<file path="src/rtl/mem_burst_reader.sv">
// mem_burst_reader: streams a burst of consecutive memory words onto a valid/ready interface.
//
// Ports:
//   clock, reset        single clock, synchronous active-high reset
//   start               burst request, sampled only while idle
//   base_addr, length   first word address and word count, captured with start
//   busy, done          burst in progress / one-cycle completion pulse
//   mem_address         registered read address to the memory port
//   mem_wren            write enable to the memory port, tied low
//   mem_q               memory read data, valid one cycle after mem_address
//   out_data            stream data (head of the skid FIFO)
//   out_valid           stream valid (skid FIFO non-empty)
//   out_ready           stream ready from the consumer
//   out_last            marks the final word of the burst
module mem_burst_reader #(
    parameter int WIDTH = 8,
    parameter int DEPTH = 64,
    parameter int LEN_W = 16,
    localparam int AW = $clog2(DEPTH)
) (
    input  logic             clock,
    input  logic             reset,
    input  logic             start,
    input  logic [AW-1:0]    base_addr,
    input  logic [LEN_W-1:0] length,
    output logic             busy,
    output logic             done,
    output logic [AW-1:0]    mem_address,
    output logic             mem_wren,
    input  logic [WIDTH-1:0] mem_q,
    output logic [WIDTH-1:0] out_data,
    output logic             out_valid,
    input  logic             out_ready,
    output logic             out_last
);

    typedef enum logic [1:0] {IDLE, RUN, FINISH} state_t;

    state_t           state, state_nx;
    logic             v1, v2;
    logic [LEN_W-1:0] rem_issue, rem_xfer;
    logic [WIDTH-1:0] fifo [4];
    logic [1:0]       wr_ptr, rd_ptr;
    logic [2:0]       count;
    logic [3:0]       inflight;
    logic             launch, issue, push, pop;
    logic [AW-1:0]    next_addr;

    // The start itself presents base_addr, so the first read needs no issue slot.
    assign launch    = state == IDLE && start && length != '0;
    // Reads in the memory pipeline count against FIFO space; no pop look-ahead.
    assign inflight  = 4'(count) + 4'(v1) + 4'(v2);
    assign issue     = state == RUN && rem_issue != '0 && inflight < 4'd4;
    assign push      = v2;
    assign pop       = out_valid && out_ready;
    // Explicit wrap so non-power-of-two depths also return to address 0.
    assign next_addr = mem_address == AW'(DEPTH - 1) ? '0 : mem_address + AW'(1);

    assign mem_wren  = 1'b0;
    assign out_valid = count != 3'd0;
    assign out_data  = out_valid ? fifo[rd_ptr] : '0;
    assign out_last  = out_valid && rem_xfer == LEN_W'(1);

    always_ff @(posedge clock) begin
        if (reset) state <= IDLE;
        else       state <= state_nx;
    end

    always_comb begin
        state_nx = state;
        case (state)
            IDLE:    if (start) state_nx = length != '0 ? RUN : FINISH;
            RUN:     if (pop && rem_xfer == LEN_W'(1)) state_nx = FINISH;
            default: state_nx = IDLE;
        endcase
    end

    always_comb begin
        busy = state == RUN;
        done = state == FINISH;
    end

    always_ff @(posedge clock) begin
        if (reset) begin
            v1          <= 1'b0;
            v2          <= 1'b0;
            mem_address <= '0;
            rem_issue   <= '0;
            rem_xfer    <= '0;
            wr_ptr      <= '0;
            rd_ptr      <= '0;
            count       <= '0;
        end else begin
            v1 <= launch || issue;
            v2 <= v1;
            if (launch) begin
                mem_address <= base_addr;
                rem_issue   <= length - LEN_W'(1);
            end else if (issue) begin
                mem_address <= next_addr;
                rem_issue   <= rem_issue - LEN_W'(1);
            end
            rem_xfer <= launch ? length : pop ? rem_xfer - LEN_W'(1) : rem_xfer;
            if (push) wr_ptr <= wr_ptr + 2'd1;
            if (pop)  rd_ptr <= rd_ptr + 2'd1;
            count <= count + {2'b0, push} - {2'b0, pop};
        end
    end

    always_ff @(posedge clock) begin
        if (push) fifo[wr_ptr] <= mem_q;
    end

    a_no_overflow: assert property (@(posedge clock) disable iff (reset)
        !(push && !pop && count == 3'd4));

endmodule
</file>
<file path="config.mk">
export PLATFORM = sky130hd
export DESIGN_NAME = mem_burst_reader
export DESIGN_NICKNAME = d
export VERILOG_FILES = /design/src/rtl/mem_burst_reader.sv
export SDC_FILE = /design/constraint.sdc
export NUM_CORES = 1
export LEC_CHECK = 0
export ABC_AREA = 1
export CAP_MARGIN = 30
export CORE_ASPECT_RATIO = 0.75
export CORE_MARGIN = 2
export CORE_UTILIZATION = 40
export CTS_CLUSTER_DIAMETER = 100
export DETAILED_ROUTE_END_ITERATION = 8
export SYNTH_ARGS = -nofsm -noshare
export SYNTH_HDL_FRONTEND = slang
export SYNTH_SLANG_ARGS = --single-unit
</file>
<file path="constraint.sdc">
create_clock -name clock -period 2.4 [get_ports clock]
set_input_delay 0.6 -clock clock [delete_from_list [all_inputs] [get_ports clock]]
set_output_delay 0.6 -clock clock [all_outputs]
set_load 0.01 [all_outputs]
</file>
==> results of run 1 <==
==> cells by family after synthesis <==
| family | share of synthesized area, % |
|---|---|
| buffers and inverters | 8.50 |
| AND/OR/NAND/NOR | 29.4 |
| adder cells (fa/ha/maj) | 3.75 |
| XOR/XNOR | 2.12 |
| AO/OA/AOI/OAI | 12.4 |
| other | 0.0827 |
| flip-flops | 43.7 |
==> flip-flops by register name (all words and copies together), names as in the netlist, named ones only <==
signal and count:
rd_ptr 2, fifo 32, wr_ptr 2, state 2, rem_issue 16, count 3, rem_xfer 16, push 1
v1 1, mem_address 6
==> cells in the mapped netlist <==
library cell / instances
nor2_4: 1
nand2_4: 4
a21o_1: 1
edfxtp_1: 32
xor2_1: 7
nand3_1: 41
o21ai_1: 2
conb_1: 1
buf_4: 3
nor2_8: 4
o211ai_1: 2
fa_1: 1
nor2_2: 8
or3_1: 1
nand4_1: 5
a31oi_1: 13
or2_2: 1
o21ai_0: 53
a21oi_1: 29
o221ai_1: 1
nor2_1: 90
nor3_4: 1
nor3_1: 3
clkbuf_1: 9
buf_6: 3
xnor2_1: 4
o311ai_0: 1
nand3_2: 1
dfxtp_1: 51
inv_2: 5
nand2_1: 117
ha_1: 12
nand2_2: 10
buf_2: 2
o22ai_1: 2
nor3b_4: 1
clkbuf_4: 1
inv_1: 69
a211oi_1: 1
==> final cells by class <==
cell class,instances,area (um2),share of cell area [%]
Clock buffer,9,225,3.59
Clock inverter,7,51.3,0.817
Inverter,74,282,4.48
Multi-Input combinational cell,418,2310,36.8
Sequential cell,83,1990,31.6
Tap cell,140,175,2.79
Timing Repair Buffer,139,1240,19.8
Timing Repair inverter,1,7.51,0.120
==> layer usage <==
metal	vias to the layer above	part of all wire, %	routed length [um]
met3	20	3.9	501
met4	0	2.1	272
met1	2031	50	6450
li1	2198	-	-
met5	-	0	0
met2	79	44	5650
==> cell usage in the layout, fill, tap and decap left out, types with 9 or more instances in the layout <==
| cell type | instances |
|---|---|
| dfxtp_1 | 50 |
| clkdlybuf4s50_1 | 25 |
| nand2_1 | 107 |
| a31oi_1 | 13 |
| nand3_1 | 34 |
| clkbuf_16 | 9 |
| ha_1 | 11 |
| dlymetal6s2s_1 | 18 |
| o21ai_0 | 53 |
| inv_1 | 66 |
| buf_4 | 84 |
| nor2_1 | 88 |
| edfxtp_1 | 32 |
| a21oi_1 | 29 |
| nand2_2 | 16 |
==> power by group through the flow <==
stage | logic (mW) | registers, mW | clock network, mW
after floorplan | 1.24 | 1.79 | 0
after global placement | 2.03 | 1.82 | 0
after detailed placement | 2.06 | 1.82 | 0
after CTS | 2.07 | 1.81 | 1.31
after global routing | 2.38 | 1.83 | 1.36
final | 2.13 | 1.81 | 1.29
==> critical path: cells and delay by family (launching register included) <==
| kind | cells | cell delay (ns) |
|---|---|---|
| AND/OR/NAND/NOR | 1 | 0.23 |
| flip-flops | 1 | 0.44 |
| buffers and inverters | 2 | 0.69 |
==> timing repair <==
item | in CTS | in global routing
cloned | 1 | 0
pin swaps | 9 | 21
hold buffers | 0 | 0
endpoints found under the hold margin | 0 | 0
gates resized for setup | 28 | 39
endpoints found under the setup margin | 18 | 16
buffers inserted | 7 | 5
==> worst max-delay path by stage <==
stage,start,cells after the start,endpoint,slack (ns)
2_1_floorplan,length[5],19,rem_issue[10],0.03
3_3_place_gp,length[7],17,rem_issue[11],-0.46
3_5_place_dp,length[5],20,rem_issue[12],-0.50
4_1_cts,length[13],17,rem_issue[12],0.002
5_1_grt,length[0],19,rem_issue[12],-0.03
6_report,state[0],3,busy,0.09
==> results.py, run 1 <==
metrics = {
    "placement": {
        "dp_hpwl_mm": 9.50,
        "gp_congestion": 0.915,
        "dp.cells": 843,
        "dpl-instance-area_um2": 5730,
        "place_ws_ns": -0.500,
        "portBuffers": 51,
    },
    "setup_path": {
        "r2r_cells": 11,
        "end_kind": "output pin",
        "slowest_stage": "clkdlybuf4s50_1",
        "cp.required_ns": 1.80,
        "critPathKind": "reg -> out",
        "rr_startpoint": "count[2]",
        "rrSetupSlack_ns": 0.21,
        "max_stage_delay_ns": 0.61,
        "crit_path_start_kind": "flip-flop",
        "path_max_fanout": 3,
        "arrival_ns": 1.71,
        "r2r-end": "count[2]",
        "crit_path_cell_trace": "inv_1, nor2_1, clkdlybuf4s50_1",
    },
    "layout": {
        "stdcell_count": 871,
        "num-fill-cells": 1006,
        "drive_gt1_share_pct": 22.7,
        "final_core_util_pct": 57.2,
        "final_area_um2": 6280,
        "nNetsFinal": 773,
        "n_antenna_cell": 0,
        "syn2layout_area_growth_pct": 38.5,
    },
    "floorplan": {
        "die-area_um2": 12200,
        "die_height_um": 96.2,
        "num_rows": 33,
        "die_w_um": 127,
        "ioPinCount": 53,
        "core-area_um2": 11000,
        "initial_core_util_pct": 41.3,
    },
    "power": {
        "power.internal_mw": 3.28,
        "clock_power_share_pct": 24.7,
        "ir_worst_vdd_mv": 0.495,
        "p_leak_nw": 2.98,
        "combPwrFrac_pct": 40.7,
        "power.switching_mw": 1.95,
        "power.density_nw_per_um2": 833,
        "switching_share_pct": 37.3,
        "finalPower_mw": 5.23,
        "p_seq_share_pct": 34.6,
    },
    "clock_network": {
        "cts_tree": "built",
        "cts-root-buf": "clkbuf_16",
        "numCtsBuffers": 9,
        "clock_sinks": 83,
        "clock_latency_ns": 0.34,
        "clk_pin_slew_worst_paths_ns": 0.06,
        "htreeDepth": 3,
        "clock_path_buffers": 2,
    },
    "route": {
        "drt_iter0_drc": 283,
        "first_pass_iters": 4,
        "vias": 4328,
        "post_drt_wl_per_cell_um": 14.8,
        "viasPerCell": 4.97,
        "final_antenna_net_count": 0,
        "drc_errors": 0,
        "routed_wl_mm": 12.9,
    },
    "flow_run": {
        "drv_cap": 0,
    },
    "global_route": {
        "met1_usage_pct": 31.1,
        "grtUsageMet3_pct": 4.28,
        "grt_max_degree": 23,
        "grt_busiest_layer": "met2",
        "grt_first_pass_wirelength_mm": 20.5,
        "grt_pass1_vias": 4147,
        "track_usage_pct": 21.6,
        "antenna_found_initial": 0,
        "grtUsageMet2_pct": 32.6,
        "gr-total-overflow": 0,
    },
    "hold_path": {
        "whs_path_depth": 2,
        "min_path_type": "reg -> reg",
        "hp-start": "v1",
        "whs_endpoint": "push",
    },
    "timing": {
        "worst_slack_ns": 0.0917,
        "fin_crit_ns": 2.31,
        "fin_crit_sh_pct": 96.2,
        "maxSlewViolCount": 0,
        "skew_ns": 0.00642,
        "hold_violations": 0,
        "setup_viol_count_final": 0,
        "finalSetupTns_ns": 0,
        "fmax_ghz": 0.433,
        "hold_ws_ns": 0.422,
    },
    "synth": {
        "synth_cell_types": 39,
        "seq_area_frac_synth_pct": 43.7,
        "avgSynthCellArea_um2": 7.65,
        "synth.net_count": 640,
        "yosysTopAreaCellShare_pct": 22.5,
        "synth.area.top_cells": "dfxtp_1 23%, edfxtp_1 21%, nand2_1 9.7%",
        "synth_cells": 593,
        "synth_area_leader_cell": "dfxtp_1",
        "ys_warn_count": 0,
        "netlist_area_um2": 4530,
        "ys_ff_latch": 83,
    },
    "outcome": {
        "outcome": "complete, no violations",
    },
}
No activity file was read; power rests on OpenSTA's default activity.
==> run 2, diff against run 1 <==
- CORE_MARGIN: 2 -> unset
==> run 2 against run 1 <==
Compared with the run above:
- cell area increased by 0.78%
- worst setup slack better by 0.043 ns
- sequential share of layout area decreased by 0.28 points
- clock-buffer cell count unchanged
- total power rose by 3.0%
- worst hold slack lost 0.0031 ns
- via count down 1.5%
- combinational power about the same
- maximum frequency up 1.9%
- largest cell class unchanged
- utilization is 0.44 points higher
- clock skew grew 0.0023 ns
- largest power group unchanged
==> results.py, run 2 (synthesis gave the netlist of run 1 again) <==
metrics = {
    "outcome": {
        "outcome": "complete, no violations",
    },
    "power": {
        "finalPower_mw": 5.38,
        "p_seq_share_pct": 33.6,
        "clock_power_share_pct": 26.3,
        "power.internal_mw": 3.43,
        "power.switching_mw": 1.96,
        "switching_share_pct": 36.4,
        "ir_worst_vdd_mv": 0.407,
        "combPwrFrac_pct": 40.1,
        "power.density_nw_per_um2": 851,
        "p_leak_nw": 3.03,
    },
    "global_route": {
        "grt_max_degree": 23,
        "gr-total-overflow": 0,
        "grt_pass1_vias": 4000,
        "antenna_found_initial": 0,
        "track_usage_pct": 21.9,
        "grt_first_pass_wirelength_mm": 19.7,
    },
    "floorplan": {
        "die-area_um2": 11800,
        "core-area_um2": 11000,
        "num_rows": 33,
        "die_w_um": 125,
        "initial_core_util_pct": 41.3,
        "ioPinCount": 53,
        "die_height_um": 94.2,
    },
    "clock_network": {
        "clk_pin_slew_worst_paths_ns": 0.07,
        "clock_latency_ns": 0.34,
        "numCtsBuffers": 9,
        "clock_path_buffers": 2,
        "cts_tree": "built",
        "htreeDepth": 3,
        "hold_buffers": 0,
        "cts-root-buf": "clkbuf_16",
        "clock_sinks": 83,
    },
    "hold_path": {
        "min_path_type": "reg -> reg",
        "whs_path_depth": 2,
        "whs_endpoint": "push",
        "hp-start": "v1",
    },
    "route": {
        "vias": 4261,
        "final_antenna_net_count": 0,
        "drc_errors": 0,
        "viasPerCell": 4.92,
        "post_drt_wl_per_cell_um": 14.3,
        "drt_iter0_drc": 251,
        "first_pass_iters": 6,
        "routed_wl_mm": 12.4,
    },
    "setup_path": {
        "crit_path_start_kind": "flip-flop",
        "path_max_fanout": 4,
        "cp.required_ns": 1.80,
        "r2r_cells": 11,
        "max_stage_delay_ns": 0.36,
        "end_kind": "output pin",
        "crit_top_cell": "nor2_1",
        "critPathKind": "reg -> out",
        "arrival_ns": 1.67,
        "crit_path_cell_trace": "nor2_1, nand2_1, inv_1, nand3_1, or3_4, nor2_1, clkbuf_2",
        "rrSetupSlack_ns": 0.29,
        "slowest_stage": "or3_4",
        "r2r-end": "count[2]",
        "rr_startpoint": "count[2]",
    },
    "timing": {
        "fin_crit_sh_pct": 94.4,
        "skew_ns": 0.00871,
        "maxSlewViolCount": 0,
        "fin_crit_ns": 2.27,
        "hold_violations": 0,
        "rsz0062_at_grt": "false",
        "setup_viol_count_final": 0,
        "fmax_ghz": 0.441,
    },
    "layout": {
        "syn2layout_area_growth_pct": 39.6,
        "largest_register_ffs": 32,
        "final_common_cell": "nand2_1",
        "drive_gt1_share_pct": 23.0,
        "n_antenna_cell": 0,
        "layout_common_cells": "105 x nand2_1, 86 x nor2_1, 77 x buf_4",
        "top_register": "fifo",
        "nNetsFinal": 768,
        "stdcell_count": 866,
        "reg.largest.list": "fifo: 32 flops, rem_issue: 16 flops, rem_xfer: 16 flops",
    },
    "placement": {
        "portBuffers": 51,
        "dp_hpwl_mm": 9.28,
        "dp.cells": 841,
        "gp_congestion": 0.890,
    },
    "flow_run": {
        "drv_cap": 0,
    },
}
==> run 2: critical path, delay by kind of cell (launching register included) <==
| family | cells | cell delay, ns |
|---|---|---|
| DFF | 1 | 0.35 |
| and+or+nand+nor | 5 | 0.75 |
| buffers and inverters | 2 | 0.23 |
==> run 2: per-layer routing <==
| metal | part of all wire, % | vias up | track usage (%) |
|---|---|---|---|
| met5 | 0 | - | 0 |
| met4 | 0.85 | 0 | 5.39 |
| met3 | 4.8 | 11 | 4.21 |
| met2 | 44 | 87 | 34.6 |
| met1 | 50 | 1964 | 30.7 |
| li1 | - | 2199 | - |
==> run 2: through the flow <==
step	setup slack, ns	cell area (um2)	TNS [ns]	utilization (%)	hold WS [ns]
5_1_grt	0.0109	6330	0	57.6	0.444
6_report	0.135	6330	0	57.6	0.419
3_3_place_gp	-0.442	5690	-8.42	51.8	0.416
4_1_cts	-0.00965	6130	-0.0233	55.8	0.419
2_1_floorplan	0.0265	4530	0	-	0.403
3_5_place_dp	-0.513	5690	-8.90	51.8	0.414
==> run 2: power by group through the flow <==
stage / Sequential (mW) / Clock (mW) / Combinational (mW)
2_1_floorplan: 1.79 / 0 / 1.24
3_3_place_gp: 1.81 / 0 / 1.99
3_5_place_dp: 1.82 / 0 / 2.02
4_1_cts: 1.80 / 1.45 / 2.11
5_1_grt: 1.83 / 1.50 / 2.40
6_report: 1.81 / 1.42 / 2.16
==> run 2: layout make-up <==
| class | count | area, um2 |
|---|---|---|
| fillers | 989 | 4650 |
| multi-input cells | 418 | 2340 |
| flip-flops and latches | 83 | 1980 |
| repair buffers | 135 | 1230 |
| inverters | 74 | 282 |
| clock buffers | 9 | 225 |
| well taps | 140 | 175 |
| clock inverters | 7 | 86.3 |
==> run 2: worst max path at each step <==
stage / from / cells after the start / slack, ns / to
floorplan: length[5] / 19 / 0.03 / rem_issue[10]
global placement: length[5] / 19 / -0.44 / rem_issue[12]
detailed placement: length[5] / 19 / -0.51 / rem_issue[10]
CTS: length[1] / 17 / -0.01 / rem_issue[14]
global route: rem_xfer[6] / 7 / 0.01 / out_last
finish: rem_xfer[6] / 7 / 0.13 / out_last
==> run 2: timing repair <==
action	4_1_cts	5_1_grt
buffers inserted	5	4
pin swaps	9	26
setup endpoints to repair	27	26
endpoints found under the hold margin	0	0
gates resized for setup	27	51
gates cloned	0	0
